**src/rtl/fpu_req_arbiter_pkg.sv**
```systemverilog
// fpu_arb_pkg: shared types and constants for the FPU request arbiter.
//   - arb_state_e : arbiter FSM states
//   - OP_*        : fpu_op encodings that matter to the arbiter
//   - FLAG_*      : bit positions inside the 8-bit exception flag word
//   - fpu_cmd_t   : operation payload held stable at the FPU inputs
//   - op_latency  : settle time for a given fpu_op
package fpu_arb_pkg;

  localparam int unsigned FLAG_W = 8;

  // Flag word layout: {div_by_zero, zero, underflow, overflow, ine, qnan, snan, inf}
  localparam int unsigned FLAG_INF  = 0;
  localparam int unsigned FLAG_SNAN = 1;
  localparam int unsigned FLAG_QNAN = 2;
  localparam int unsigned FLAG_INE  = 3;
  localparam int unsigned FLAG_OVF  = 4;
  localparam int unsigned FLAG_UNF  = 5;
  localparam int unsigned FLAG_ZERO = 6;
  localparam int unsigned FLAG_DZ   = 7;

  localparam int unsigned OP_W    = 3;
  localparam int unsigned RMODE_W = 2;
  localparam int unsigned DATA_W  = 32;

  localparam logic [OP_W-1:0] OP_ADD = 3'd0;
  localparam logic [OP_W-1:0] OP_SUB = 3'd1;
  localparam logic [OP_W-1:0] OP_MUL = 3'd2;
  localparam logic [OP_W-1:0] OP_DIV = 3'd3;

  typedef enum logic [1:0] {
    IDLE  = 2'd0,
    ISSUE = 2'd1,
    WAIT  = 2'd2,
    RESP  = 2'd3
  } arb_state_e;

  typedef struct packed {
    logic [OP_W-1:0]    op;
    logic [RMODE_W-1:0] rmode;
    logic [DATA_W-1:0]  opa;
    logic [DATA_W-1:0]  opb;
  } fpu_cmd_t;

  // Divide is the only long operation; every other code (including 4..7) uses fpu_lat.
  function automatic int unsigned op_latency(input logic [OP_W-1:0] op,
                                             input int unsigned fpu_lat,
                                             input int unsigned div_lat);
    return (op == OP_DIV) ? div_lat : fpu_lat;
  endfunction

endpackage

```
**src/rtl/fpu_req_arbiter_if.sv**
```systemverilog
// fpu_req_arbiter_if: client-side request/response channels of the FPU arbiter.
//   req_valid/req_ready   per-requester request handshake
//   req_op/rmode/opa/opb  per-requester packed payloads (3/2/32/32 bits each)
//   rsp_valid/rsp_ready   per-requester response handshake
//   rsp_out/rsp_flags     shared result and exception flags
// Modports: master = requesters, slave = arbiter.
interface fpu_req_arbiter_if
  import fpu_arb_pkg::*;
#(
  parameter int unsigned NUM_REQ = 4
) ();

  logic [NUM_REQ-1:0]         req_valid;
  logic [NUM_REQ-1:0]         req_ready;
  logic [OP_W*NUM_REQ-1:0]    req_op;
  logic [RMODE_W*NUM_REQ-1:0] req_rmode;
  logic [DATA_W*NUM_REQ-1:0]  req_opa;
  logic [DATA_W*NUM_REQ-1:0]  req_opb;
  logic [NUM_REQ-1:0]         rsp_valid;
  logic [NUM_REQ-1:0]         rsp_ready;
  logic [DATA_W-1:0]          rsp_out;
  logic [FLAG_W-1:0]          rsp_flags;

  modport master (
    output req_valid, req_op, req_rmode, req_opa, req_opb, rsp_ready,
    input  req_ready, rsp_valid, rsp_out, rsp_flags
  );

  modport slave (
    input  req_valid, req_op, req_rmode, req_opa, req_opb, rsp_ready,
    output req_ready, rsp_valid, rsp_out, rsp_flags
  );

endinterface

```
**src/rtl/fpu_req_arbiter_rr.sv**
```systemverilog
// fpu_rr_arbiter: combinational round-robin pick.
//   req  : request vector
//   ptr  : highest-priority index this cycle (held by the parent)
//   gnt  : one-hot grant, zero when no request
//   idx  : encoded index of the grant
module fpu_rr_arbiter #(
  parameter int unsigned NUM_REQ = 4,
  localparam int unsigned PTR_W  = $clog2(NUM_REQ)
) (
  input  logic [NUM_REQ-1:0] req,
  input  logic [PTR_W-1:0]   ptr,
  output logic [NUM_REQ-1:0] gnt,
  output logic [PTR_W-1:0]   idx
);

  logic [NUM_REQ-1:0] at_or_above;
  logic [NUM_REQ-1:0] req_hi;

  // Lowest request at or above ptr wins; otherwise wrap to the lowest request overall.
  always_comb begin
    at_or_above = '0;
    for (int i = 0; i < NUM_REQ; i++) begin
      at_or_above[i] = (PTR_W'(i) >= ptr);
    end
    req_hi = req & at_or_above;

    idx = '0;
    for (int i = NUM_REQ - 1; i >= 0; i--) begin
      if (req[i]) idx = PTR_W'(i);
    end
    if (|req_hi) begin
      for (int i = NUM_REQ - 1; i >= 0; i--) begin
        if (req_hi[i]) idx = PTR_W'(i);
      end
    end

    gnt = (|req) ? (NUM_REQ'(1) << idx) : '0;
  end

endmodule

```
**src/rtl/fpu_req_arbiter.sv**
```systemverilog
// fpu_req_arbiter: shares one FPU among NUM_REQ requesters, one op in flight.
//   clk, rst       clock, asynchronous active-low reset
//   cli (slave)    client request/response channels (fpu_req_arbiter_if)
//   fpu_op/rmode/opa/opb  registered operands, held until the next issue
//   fpu_out/flags  FPU result, captured when the op latency has elapsed
//   busy           high whenever the FSM is not IDLE
// Optional (FPU_ARB_STICKY_FLAGS_EN): flag_clr / sticky_flags per-requester
// accumulated exception flags.
module fpu_req_arbiter
  import fpu_arb_pkg::*;
#(
  parameter int unsigned NUM_REQ = 4,
  parameter int unsigned FPU_LAT = 4,
  parameter int unsigned DIV_LAT = 8
) (
  input  logic                clk,
  input  logic                rst,
  fpu_req_arbiter_if.slave    cli,
  output logic [OP_W-1:0]     fpu_op,
  output logic [RMODE_W-1:0]  fpu_rmode,
  output logic [DATA_W-1:0]   fpu_opa,
  output logic [DATA_W-1:0]   fpu_opb,
  input  logic [DATA_W-1:0]   fpu_out,
  input  logic [FLAG_W-1:0]   fpu_flags,
  output logic                busy
`ifdef FPU_ARB_STICKY_FLAGS_EN
  ,
  input  logic [NUM_REQ-1:0]        flag_clr,
  output logic [FLAG_W*NUM_REQ-1:0] sticky_flags
`endif
);

  localparam int unsigned PTR_W   = $clog2(NUM_REQ);
  localparam int unsigned MAX_LAT = (FPU_LAT > DIV_LAT) ? FPU_LAT : DIV_LAT;
  localparam int unsigned CNT_W   = $clog2(MAX_LAT + 1);

  arb_state_e          state;
  logic [PTR_W-1:0]    ptr;
  logic [PTR_W-1:0]    owner;
  logic [CNT_W-1:0]    cnt;
  fpu_cmd_t            cmd_q;
  logic [NUM_REQ-1:0]  rsp_valid_q;
  logic [DATA_W-1:0]   rsp_out_q;
  logic [FLAG_W-1:0]   rsp_flags_q;

  logic [NUM_REQ-1:0]  arb_req;
  logic [NUM_REQ-1:0]  gnt;
  logic [PTR_W-1:0]    gnt_idx;
  fpu_cmd_t            sel_cmd;
  logic [NUM_REQ-1:0]  rsp_hs_vec;
  logic                rsp_hs;

  // Requests are only visible to the arbiter in IDLE, so req_ready is zero elsewhere.
  assign arb_req = (state == IDLE) ? cli.req_valid : '0;

  fpu_rr_arbiter #(
    .NUM_REQ (NUM_REQ)
  ) u_rr (
    .req (arb_req),
    .ptr (ptr),
    .gnt (gnt),
    .idx (gnt_idx)
  );

  assign cli.req_ready = gnt;

  // Payload of the granted requester.
  always_comb begin
    sel_cmd.op    = cli.req_op[32'(gnt_idx)*OP_W +: OP_W];
    sel_cmd.rmode = cli.req_rmode[32'(gnt_idx)*RMODE_W +: RMODE_W];
    sel_cmd.opa   = cli.req_opa[32'(gnt_idx)*DATA_W +: DATA_W];
    sel_cmd.opb   = cli.req_opb[32'(gnt_idx)*DATA_W +: DATA_W];
  end

  // rsp_valid_q is one-hot on the owner, so masking ignores non-owner rsp_ready.
  assign rsp_hs_vec = rsp_valid_q & cli.rsp_ready;
  assign rsp_hs     = |rsp_hs_vec;

  // Arbiter FSM with all registered outputs.
  always_ff @(posedge clk or negedge rst) begin
    if (!rst) begin
      state       <= IDLE;
      ptr         <= '0;
      owner       <= '0;
      cnt         <= '0;
      cmd_q       <= '0;
      rsp_valid_q <= '0;
      rsp_out_q   <= '0;
      rsp_flags_q <= '0;
      busy        <= 1'b0;
    end else begin
      case (state)
        IDLE: begin
          if (|gnt) begin
            cmd_q <= sel_cmd;
            owner <= gnt_idx;
            ptr   <= (gnt_idx == PTR_W'(NUM_REQ - 1)) ? '0 : gnt_idx + PTR_W'(1);
            cnt   <= CNT_W'(op_latency(sel_cmd.op, FPU_LAT, DIV_LAT) - 1);
            busy  <= 1'b1;
            state <= ISSUE;
          end
        end
        // Operands reach the FPU this cycle; counting starts in WAIT.
        ISSUE: begin
          state <= WAIT;
        end
        WAIT: begin
          if (cnt == '0) begin
            rsp_out_q   <= fpu_out;
            rsp_flags_q <= fpu_flags;
            rsp_valid_q <= NUM_REQ'(1) << owner;
            state       <= RESP;
          end else begin
            cnt <= cnt - CNT_W'(1);
          end
        end
        RESP: begin
          if (rsp_hs) begin
            rsp_valid_q <= '0;
            busy        <= 1'b0;
            state       <= IDLE;
          end
        end
        default: begin
          state <= IDLE;
        end
      endcase
    end
  end

  assign cli.rsp_valid = rsp_valid_q;
  assign cli.rsp_out   = rsp_out_q;
  assign cli.rsp_flags = rsp_flags_q;

  assign fpu_op    = cmd_q.op;
  assign fpu_rmode = cmd_q.rmode;
  assign fpu_opa   = cmd_q.opa;
  assign fpu_opb   = cmd_q.opb;

`ifdef FPU_ARB_STICKY_FLAGS_EN
  // Per-requester flag accumulation; a clear coinciding with a handshake keeps the new flags.
  always_ff @(posedge clk or negedge rst) begin
    if (!rst) begin
      sticky_flags <= '0;
    end else begin
      for (int i = 0; i < NUM_REQ; i++) begin
        if (flag_clr[i]) begin
          sticky_flags[i*FLAG_W +: FLAG_W] <= rsp_hs_vec[i] ? rsp_flags_q : '0;
        end else if (rsp_hs_vec[i]) begin
          sticky_flags[i*FLAG_W +: FLAG_W] <= sticky_flags[i*FLAG_W +: FLAG_W] | rsp_flags_q;
        end
      end
    end
  end
`endif

endmodule
```
**src/flat_wrapper.sv**
```systemverilog
// flat-port wrapper written by rule: the top's interface ports become plain ports
module fpu_req_arbiter_flat import fpu_arb_pkg::*;
#(
  parameter int unsigned NUM_REQ = 4,
  parameter int unsigned FPU_LAT = 4,
  parameter int unsigned DIV_LAT = 8
)
  (clk, rst, fpu_op, fpu_rmode, fpu_opa, fpu_opb, fpu_out, fpu_flags, busy, cli_req_valid, cli_req_op, cli_req_rmode, cli_req_opa, cli_req_opb, cli_rsp_ready, cli_req_ready, cli_rsp_valid, cli_rsp_out, cli_rsp_flags);
  fpu_req_arbiter_if #(.NUM_REQ(NUM_REQ)) cli_i ();
  input  logic clk;
  input  logic rst;
  output logic [OP_W-1:0] fpu_op;
  output logic [RMODE_W-1:0] fpu_rmode;
  output logic [DATA_W-1:0] fpu_opa;
  output logic [DATA_W-1:0] fpu_opb;
  input  logic [DATA_W-1:0] fpu_out;
  input  logic [FLAG_W-1:0] fpu_flags;
  output logic busy;
  input wire logic [$bits(cli_i.req_valid)-1:0] cli_req_valid;
  input wire logic [$bits(cli_i.req_op)-1:0] cli_req_op;
  input wire logic [$bits(cli_i.req_rmode)-1:0] cli_req_rmode;
  input wire logic [$bits(cli_i.req_opa)-1:0] cli_req_opa;
  input wire logic [$bits(cli_i.req_opb)-1:0] cli_req_opb;
  input wire logic [$bits(cli_i.rsp_ready)-1:0] cli_rsp_ready;
  output wire logic [$bits(cli_i.req_ready)-1:0] cli_req_ready;
  output wire logic [$bits(cli_i.rsp_valid)-1:0] cli_rsp_valid;
  output wire logic [$bits(cli_i.rsp_out)-1:0] cli_rsp_out;
  output wire logic [$bits(cli_i.rsp_flags)-1:0] cli_rsp_flags;
  assign cli_i.req_valid = cli_req_valid;
  assign cli_i.req_op = cli_req_op;
  assign cli_i.req_rmode = cli_req_rmode;
  assign cli_i.req_opa = cli_req_opa;
  assign cli_i.req_opb = cli_req_opb;
  assign cli_i.rsp_ready = cli_rsp_ready;
  assign cli_req_ready = cli_i.req_ready;
  assign cli_rsp_valid = cli_i.rsp_valid;
  assign cli_rsp_out = cli_i.rsp_out;
  assign cli_rsp_flags = cli_i.rsp_flags;
  fpu_req_arbiter #(.NUM_REQ(NUM_REQ), .FPU_LAT(FPU_LAT), .DIV_LAT(DIV_LAT)) u_core (.clk(clk), .rst(rst), .cli(cli_i), .fpu_op(fpu_op), .fpu_rmode(fpu_rmode), .fpu_opa(fpu_opa), .fpu_opb(fpu_opb), .fpu_out(fpu_out), .fpu_flags(fpu_flags), .busy(busy));
endmodule
```
**config.mk**
```make
export PLATFORM = sky130hd
export DESIGN_NAME = fpu_req_arbiter_flat
export DESIGN_NICKNAME = d
export VERILOG_FILES = /design/src/rtl/fpu_req_arbiter_pkg.sv /design/src/rtl/fpu_req_arbiter_if.sv /design/src/rtl/fpu_req_arbiter_rr.sv /design/src/rtl/fpu_req_arbiter.sv /design/src/flat_wrapper.sv
export SDC_FILE = /design/constraint.sdc
export NUM_CORES = 1
export LEC_CHECK = 0
export ABC_CLOCK_PERIOD_IN_PS = 7500
export BUFFER_PORTS_ARGS = -buffer_cell sky130_fd_sc_hd__buf_2
export CELL_PAD_IN_SITES_DETAIL_PLACEMENT = 2
export CELL_PAD_IN_SITES_GLOBAL_PLACEMENT = 2
export CORE_MARGIN = 4
export CORE_UTILIZATION = 23
export CTS_BUF_LIST = sky130_fd_sc_hd__clkbuf_4
export CTS_CLUSTER_DIAMETER = 200
export DETAILED_ROUTE_END_ITERATION = 10
export PLACE_DENSITY = 0.91
export SLEW_MARGIN = 10
export SYNTH_ARGS = -nofsm -noshare
export SYNTH_HDL_FRONTEND = slang
export SYNTH_SLANG_ARGS = --single-unit
```
**constraint.sdc**
```tcl
create_clock -name clk -period 7.5 [get_ports clk]
set_input_delay 1.5 -clock clk [delete_from_list [all_inputs] [get_ports clk]]
set_output_delay 1.5 -clock clk [all_outputs]
set_load 0.005 [all_outputs]
```
Word level (Yosys, flattened, before mapping)
Index checks and enable logic that the tools add are counted.
{"block": "word_totals", "elab_cells": 78, "reg_bits": 124, "in_bits": 326}
{"block": "classes", "addsub": 3, "n_reduce_logical": 15, "n_bitwise": 2, "magnitude_cmp": 4, "n_shift": 6, "multipliers": 1, "eq_ne": 9, "n_mux": 26}
{"op": "128-bit by 8-bit variable part select with 32-bit output", "n": 2}
{"op": "4-bit 2-to-1 mux", "n": 7}
{"op": "2-bit 2-to-1 mux", "n": 13}
{"op": "4-bit case mux with 2 select lines", "n": 2}
{"op": "4-bit OR reduction", "n": 4}
{"op": "3-bit AND reduction", "n": 4}
{"op": "12-bit by 5-bit variable part select with 3-bit output", "n": 1}
{"op": "4-bit AND", "n": 2}
{"op": "2-bit case mux with 4 select lines", "n": 1}
{"op": "8-bit by 4-bit variable part select with 2-bit output", "n": 1}
{"op": "1-bit by 2-bit << shifter with 4-bit output, first input constant", "n": 2}
{"op": "4-bit by 1-bit subtractor with 4-bit output, second input constant", "n": 2}
{"op": "2-bit equality test, second input constant", "n": 3}
{"op": "2-bit nonzero test", "n": 3}
{"op": "1-bit by 2-bit >= comparator with 1-bit output, first input constant", "n": 2}
{"op": "2-bit >= comparator, first input constant", "n": 2}
{"op": "4-bit zero test", "n": 1}
{"op": "2-bit by 2-bit multiplier with 4-bit output, second input constant", "n": 1}
{"op": "2-bit by 1-bit inequality test with 1-bit output, second input constant", "n": 2}
{"op": "2-bit inequality test, second input constant", "n": 2}
{"op": "2-bit AND reduction", "n": 2}
{"op": "3-bit by 2-bit equality test with 1-bit output, second input constant", "n": 1}
{"op": "2-bit by 1-bit adder with 2-bit output, second input constant", "n": 1}
{"op": "2-bit by 1-bit equality test with 1-bit output, second input constant", "n": 1}
{"op": "other kinds (3)", "n": 4}

Logic depth before layout (Yosys ltp)
Gate-level depths: netlist (run 1).
{"block": "logic_depth", "depth_word": 18, "ltp_mapped": 15}

Modules after synthesis
From an unflattened synthesis (run 1), not the netlist that was laid out.
{"block": "unflattened", "cells_unflattened": 423, "hier_area_um2": 6766.5}
{"module": "fpu_req_arbiter", "instances": 1, "area_per_inst_um2": 6593.8, "cells_each": 397}
{"module": "fpu_rr_arbiter", "instances": 1, "area_per_inst_um2": 172.7, "cells_each": 26}

Worst setup path after synthesis (run 1)
Ideal clock, no wire load.
{"block": "synth_path", "kind": "input-to-output", "start": "in cli_req_valid[2]", "end": "out cli_req_ready[3]", "required_time_ns": 6.000, "path_buffers": 3, "path_slack_ns": 3.055, "path_stages": 8, "arrival_ns": 2.945, "cell_sequence": "nand2b_1 a21oi_1 a311oi_4 buf_2 buf_2 buf_2 ha_1 and2_1"}
{"block": "synth_via", "elab_chain_cells": 11, "word_cells_on_any_way": 14, "classes_between": "shift (1); mux (10); bitwise (1); reduce/logical (2)"}
{"item": "from (decl)", "line_no": "flat_wrapper.sv:19", "source": "input wire logic [$bits(cli_i.req_valid)-1:0] cli_req_valid;"}
{"item": "4-bit 2-to-1 mux *", "line_no": "fpu_req_arbiter.sv:54", "source": "assign arb_req = (state == IDLE) ? cli.req_valid : '0;"}
{"item": "2-bit 2-to-1 mux (3 in a row)", "line_no": "fpu_req_arbiter_rr.sv:29", "source": "if (req[i]) idx = PTR_W'(i);"}
{"item": "2-bit 2-to-1 mux (4 in a row)", "line_no": "fpu_req_arbiter_rr.sv:33", "source": "if (req_hi[i]) idx = PTR_W'(i);"}
{"item": "2-bit 2-to-1 mux *", "line_no": "fpu_req_arbiter_rr.sv:31", "source": "if (|req_hi) begin"}
{"item": "net u_core.gnt_idx[0]", "line_no": "fpu_req_arbiter.sv:48", "source": "logic [PTR_W-1:0] gnt_idx;"}
{"item": "1-bit by 2-bit << shifter with 4-bit output *", "line_no": "fpu_req_arbiter_rr.sv:37", "source": "gnt = (|req) ? (NUM_REQ'(1) << idx) : '0;"}
{"item": "4-bit 2-to-1 mux *", "line_no": "fpu_req_arbiter_rr.sv:37"}
{"item": "to (decl)", "line_no": "flat_wrapper.sv:25", "source": "output wire logic [$bits(cli_i.req_ready)-1:0] cli_req_ready;"}
Mark *: on every way through the listed nets, which the timed path passes. The rest lies on a longest branch.

Worst setup path after layout (run 1)
{"block": "layout_path", "start": "in cli_req_valid[2]", "end": "out cli_req_ready[2]"}
{"block": "layout_via", "elab_chain_cells": 11, "word_cells_on_any_way": 14, "classes_between": "shift (1); mux (10); bitwise (1); reduce/logical (2)"}
{"item": "4-bit 2-to-1 mux *", "line_no": "fpu_req_arbiter.sv:54"}
{"item": "2-bit 2-to-1 mux (3 in a row)", "line_no": "fpu_req_arbiter_rr.sv:29"}
{"item": "2-bit 2-to-1 mux (4 in a row)", "line_no": "fpu_req_arbiter_rr.sv:33"}
{"item": "2-bit 2-to-1 mux", "line_no": "fpu_req_arbiter_rr.sv:31"}
{"item": "1-bit by 2-bit << shifter with 4-bit output", "line_no": "fpu_req_arbiter_rr.sv:37"}
{"item": "4-bit 2-to-1 mux *", "line_no": "fpu_req_arbiter_rr.sv:37"}
Every way passes the cells marked *; elsewhere a longest branch is shown, timed or not.

==> impl_metrics.json, run 1 <==
{
  "outcome": "completed",
  "min_from": "u_core.fpu_opb[14]$_DFFE_PN0P_",
  "clk_latency_ps": 500,
  "fin_area_um2": 9884,
  "synth_cells": 1013,
  "slew_viol_final": 0,
  "regArea_um2": 3103,
  "drc": 0,
  "overflow": 0,
  "port_buffers": 443,
  "critPathRequiredTime_ps": 6000,
  "antenna_found_initial": 6,
  "startpoint": "cli_req_valid[2]",
  "drtIter0Drc": 311,
  "r2r_cells": 13,
  "postCtsSetupBuffers": 0,
  "path_max_fanout": 87,
  "fin_tns_setup_ps": 0,
  "r2r_setup_slack_ps": 3230,
  "synth_simple_gate_area_share_pct": 35.31,
  "place_area_um2": 9507,
  "synth_area_leader_cell": "dfrtp_1",
  "syn_nets": 1348,
  "cts_sinks": 124,
  "cts_buffer_depth": 2,
  "clkTransAtPathRegs_ps": 120,
  "ios": 444,
  "layout_common_cells": "buf_2, nand2_1, nor2_1",
  "layout-drive-gt1-share_pct": 34.55,
  "stdcell_count": 1822,
  "syn_area_um2": 6988,
  "cts_buffers": 17,
  "netlist_top_cells_area": "dfrtp_1, nand2_1, nor2_1",
  "core_area_um2": 29800,
  "areaGrowthSynthToFinish_pct": 41.45,
  "grt_usage_pct": 19.54,
  "numPlacedInstances": 1785,
  "dp_worst_setup_slack_ps": 2386,
  "die_w_um": 182.3,
  "muxShareOfSynthArea_pct": 0.7699,
  "cts_tree": "done",
  "nFillCells": 3711,
  "hpwl_um": 26850,
  "die_h_um": 182.3,
  "min_path_type": "reg2reg",
  "end_kind": "output port",
  "p_leak_nw": 5.425,
  "final.setup_skew_ps": 28.77,
  "cts_resized": 0,
  "worstPathArrival_ps": 3630,
  "initial_core_util_pct": 23.45,
  "fin_util_pct": 33.17,
  "synth_top_family_by_area": "simple AND/OR/NAND/NOR gates",
  "vias_per_cell": 4.674,
  "ys_seq_area_share_pct": 44.40,
  "grt_pass1_wl_um": 51990,
  "die_area_um2": 33240,
  "ys_seq_elements": 124,
  "ctsHoldBuffers": 0,
  "final_hold_viol_count": 0,
  "r2r_end": "u_core.cnt[2]$_DFFE_PN0P_",
  "wirelength_um": 33690,
  "place.gp.congestion": 0.8660,
  "cap_viol_max_count": 0,
  "firstDrtPassIters": 4,
  "num_vias": 8516,
  "async_reset_ff_share_pct": 100.0,
  "setup_viol": 0,
  "slew_headroom_pct": 32.28,
  "synth_compound_area_share_pct": 13.39,
  "synth_edf_count": 0,
  "cts_root_buffer": "clkbuf_4",
  "synth_xor_area_share_pct": 0,
  "setup.worst_path.start_class": "input port",
  "tightest_slew_ps": 1016,
  "holdPathStages": 2,
  "drtAntennaViolNets": 0,
  "ys_types": 34,
  "rsz0062_at_grt": "false",
  "finalCritPeriodShare_pct": 68.47,
  "grt_pass1_vias": 9624,
  "min_to": "u_core.fpu_opb[14]$_DFFE_PN0P_",
  "finalWorstSetupSlack_ps": 2365,
  "fmax_mhz": 194.7,
  "synth_area_per_cell_um2": 6.898,
  "synth_warnings": 0,
  "avgRoutedWirePerCell_um": 18.49,
  "row_count": 63,
  "multi_input_area_um2": 3582,
  "worstSetupPathType": "in2out",
  "grt_max_degree": 99,
  "htreeDepth": 4,
  "reg2reg_from": "u_core.state[1]$_DFFE_PN0P_",
  "synth_top_area_share_pct": 44.40,
  "vdd_drop_max_uv": 232.8,
  "synthFlopType": "dfrtp_1",
  "synth-adder-area-share_pct": 1.611,
  "period_minus_slack_ps": 5135,
  "layout_commonest_cell": "buf_2",
  "cellPowerDensity_nw_per_um2": 376.8,
  "fin_nets": 1749
}
[synth_stat cells, drive strengths merged, types with 3 or more instances]
cell / number
mux2: 3
dfrtp: 124
nand3: 67
o41ai: 3
ha: 9
nor2: 199
nand2: 343
a21oi: 10
buf: 23
o21ai: 142
clkbuf: 47
nand2b: 3
o31ai: 3
and2: 4
inv: 9
[power breakdown]
group / total [W] / switching (W) / internal (W)
sequential: 0.00119 / 0.000190 / 0.00100
clock: 0.000615 / 0.000303 / 0.000312
combinational: 0.00192 / 0.00122 / 0.000694
total: 0.00372 / 0.00172 / 0.00201
[critical path, stage by stage]
cell	delay [ps]
buf_2	120
nand2_1	70
o21ai_0	450
a311oi_4	140
inv_4	630
ha_1	320
and2_1	170
buf_2	130
[registers in the layout (all words and copies together) (netlist names)]
register,cells
u_core.busy,1
u_core.cli.rsp_flags,8
u_core.cli.rsp_out,32
u_core.cli.rsp_valid,4
u_core.cnt,4
u_core.fpu_op,3
u_core.fpu_opa,32
u_core.fpu_opb,32
u_core.fpu_rmode,2
u_core.owner,2
u_core.ptr,2
u_core.state,2
[stage by stage]
stage               power [W]  hold slack [ps]
finish               0.003724            491.0
global route         0.004104            522.8
CTS                  0.003803            494.4
detailed placement   0.003170            466.0
global placement     0.002997            451.2
floorplan            0.002266            464.8
[area by class of cell]
type                    instances  area share [%]
repair buffers                452           23.18
clock inverters                14           2.329
clock buffers                  18           1.367
inverters                      10          0.4304
flip-flops and latches        124           31.39
diodes                          5          0.1266
well taps                     390           4.937
multi-input cells             809           36.24
[worst max-delay path by stage]
stage	end	slack (ps)	cells past startpoint
4_1_cts	cli_req_ready[2]	2350	8
3_3_place_gp	cli_req_ready[2]	2570	8
3_5_place_dp	cli_req_ready[2]	2390	8
5_1_grt	cli_req_ready[2]	2160	8
2_1_floorplan	cli_req_ready[3]	3060	8
6_report	cli_req_ready[2]	2370	8
[routing by layer]
metal | vias to the layer above | routed length [µm] | global-route usage, %
li1 | 4073 | - | -
met1 | 4098 | 13330 | 22.42
met2 | 303 | 17360 | 35.90
met3 | 40 | 2309 | 5.362
met4 | 2 | 682 | 4.833
met5 | - | 12 | 0
[kinds of logic after synthesis]
kind of cell,Yosys count
and+or+nand+nor,625
AOI/OAI and AO/OA,170
DFF,124
buffers and inverters,80
adders and majority gates,9
muxes,5
No activity file was read; power rests on OpenSTA's default activity.
==> run 2, diff against run 1 <==
--- a/config.mk
+++ b/config.mk
@@ -5,16 +5,16 @@
 export SDC_FILE = /design/constraint.sdc
 export NUM_CORES = 1
 export LEC_CHECK = 0
-export ABC_CLOCK_PERIOD_IN_PS = 7500
+export ABC_CLOCK_PERIOD_IN_PS = 5400
 export BUFFER_PORTS_ARGS = -buffer_cell sky130_fd_sc_hd__buf_2
 export CELL_PAD_IN_SITES_DETAIL_PLACEMENT = 2
 export CELL_PAD_IN_SITES_GLOBAL_PLACEMENT = 2
 export CORE_MARGIN = 4
-export CORE_UTILIZATION = 23
+export CORE_UTILIZATION = 21
 export CTS_BUF_LIST = sky130_fd_sc_hd__clkbuf_4
 export CTS_CLUSTER_DIAMETER = 200
 export DETAILED_ROUTE_END_ITERATION = 10
-export PLACE_DENSITY = 0.91
+export PLACE_DENSITY = 0.85
 export SLEW_MARGIN = 10
 export SYNTH_ARGS = -nofsm -noshare
 export SYNTH_HDL_FRONTEND = slang
==> constraint.sdc (replaced) <==
create_clock -name clk -period 5.4 [get_ports clk]
set_input_delay 1.08 -clock clk [delete_from_list [all_inputs] [get_ports clk]]
set_output_delay 1.08 -clock clk [all_outputs]
set_load 0.005 [all_outputs]
==> run 2 against run 1 <==
Against the previous run: die area grew 9.1%; clock skew up 3.2 ps; register-to-register slack worse by 1700 ps; largest power group unchanged.
==> impl_metrics.json, run 2 (synthesis gave the netlist of run 1 again) <==
{
  "die_w_um": 190.4,
  "outcome": "completed",
  "period_minus_slack_ps": 4144,
  "layout_common_cells": "buf_2, nand2_1, nor2_1",
  "die_h_um": 190.4,
  "initial_core_util_pct": 21.37,
  "drtIter0Drc": 270,
  "grt_usage_pct": 17.82,
  "slew_headroom_pct": 46.79,
  "clkTransAtPathRegs_ps": 140,
  "critPathRequiredTime_ps": 4320,
  "slew_viol_final": 0,
  "cts_sinks": 124,
  "path_max_fanout": 60,
  "route.met2.wl_um": 17390,
  "htreeDepth": 4,
  "min_path_type": "reg2reg",
  "final.setup_skew_ps": 32.01,
  "core_area_um2": 32700,
  "die_area_um2": 36260,
  "numPlacedInstances": 1839,
  "areaGrowthSynthToFinish_pct": 41.50,
  "cts_buffers": 17,
  "p_leak_nw": 5.386,
  "wirelength_um": 33710,
  "cellPowerDensity_nw_per_um2": 505.8,
  "cts_buffer_depth": 2,
  "rsz0062_at_grt": "false",
  "port_buffers": 443,
  "cap_viol_max_count": 0,
  "dr_wl_met3_um": 2509,
  "worstPathArrival_ps": 3060,
  "layout_commonest_cell": "buf_2",
  "cts_tree": "done",
  "ios": 444,
  "avgRoutedWirePerCell_um": 17.99,
  "end_kind": "output port",
  "hpwl_um": 26720,
  "vias_per_cell": 4.502,
  "met1_length_um": 13280,
  "stdcell_count": 1874,
  "finalCritPeriodShare_pct": 76.73,
  "place.gp.congestion": 0.8237,
  "fin_nets": 1751,
  "postCtsSetupBuffers": 0,
  "firstDrtPassIters": 4,
  "tightest_slew_ps": 798.1,
  "clk_latency_ps": 560,
  "grt_pass1_wl_um": 51540,
  "overflow": 0,
  "ctsHoldBuffers": 0,
  "fmax_mhz": 241.3,
  "drc": 0,
  "cts_resized": 0,
  "drtAntennaViolNets": 0,
  "row_count": 66,
  "antenna_found_initial": 5,
  "final_hold_viol_count": 0,
  "highest_layer": "met5",
  "grt_pass1_vias": 9363,
  "worstSetupPathType": "reg2out",
  "vdd_drop_max_uv": 235.0,
  "p_total_w": 0.005002,
  "cts_root_buffer": "clkbuf_4",
  "grt_max_degree": 83,
  "fin_tns_setup_ps": 0,
  "setup.worst_path.start_class": "flip-flop",
  "setup_viol": 0,
  "num_vias": 8437,
  "layout-drive-gt1-share_pct": 34.64
}
-- run 2: cell types whose count changed in the layout (fill, tap and decap cells not counted) --
| cell | previous run | this run |
|---|---|---|
| buf_12 | 0 | 1 |
| buf_4 | 9 | 10 |
| bufinv_16 | 5 | 1 |
| clkbuf_4 | 18 | 17 |
| clkinv_4 | 2 | 1 |
| clkinvlp_4 | 0 | 4 |
| diode_2 | 5 | 3 |
| inv_8 | 2 | 4 |
-- run 2: routing by layer --
metal,global-route usage (%),vias up
met4,4.006,4
met5,0,-
li1,-,4076
met1,20.05,4055
met3,5.840,29
met2,32.71,273
-- run 2: report_power, final --
part           internal [W]  leakage, nW  switching (W)  total (W)
Combinational      0.000980         3.72        0.00168    0.00266
Sequential          0.00139         1.52       0.000260    0.00165
Clock              0.000245        0.143       0.000449   0.000694
-- run 2: stage by stage --
step / area, µm² / utilization [%] / hold WS (ps) / setup slack [ps]
finish: 9888 / 30.24 / 487.3 / 1256
floorplan: 6988 / - / 464.8 / 1482
CTS: 9881 / 30.21 / 496.5 / 1127
global placement: 9599 / 29.35 / 453.3 / 1441
global route: 9888 / 30.24 / 514.7 / 982.2
detailed placement: 9599 / 29.35 / 460.4 / 1215
-- run 2: final timing paths --
| path | from | end | slack [ps] | cells after the start |
|---|---|---|---|---|
| max | u_core.state[0]$_DFFE_PN0P_ | cli_req_ready[0] | 1260 | 8 |
| min | u_core.fpu_opa[6]$_DFFE_PN0P_ | u_core.fpu_opa[6]$_DFFE_PN0P_ | 490 | 2 |
| max reg2reg | u_core.state[0]$_DFFE_PN0P_ | u_core.cnt[2]$_DFFE_PN0P_ | 1560 | 13 |
| min reg2reg | u_core.fpu_opa[6]$_DFFE_PN0P_ | u_core.fpu_opa[6]$_DFFE_PN0P_ | 490 | 2 |
| max in group asynchronous | rst | u_core.fpu_opa[24]$_DFFE_PN0P_ | 3690 | 2 |
| min in group asynchronous | rst | u_core.cli.rsp_out[3]$_DFFE_PN0P_ | 560 | 1 |
-- run 2: cell type report --
cell class              instances  area (µm²)
diodes                          3       7.507
clock buffers                  17       127.6
clock inverters                15       153.9
fillers                      4082       22810
inverters                      10       42.54
multi-input cells             809        3582
flip-flops and latches        124        3103
well taps                     442       553.0
repair buffers                454        2318
-- run 2: critical path: stages (launching register included) --
cell and delay [ps]:
dfrtp_1 430, inv_1 120, ha_1 360, o21ai_0 220, a311oi_4 420, inv_4 330, ha_1 320, and2_1 150
buf_2 140
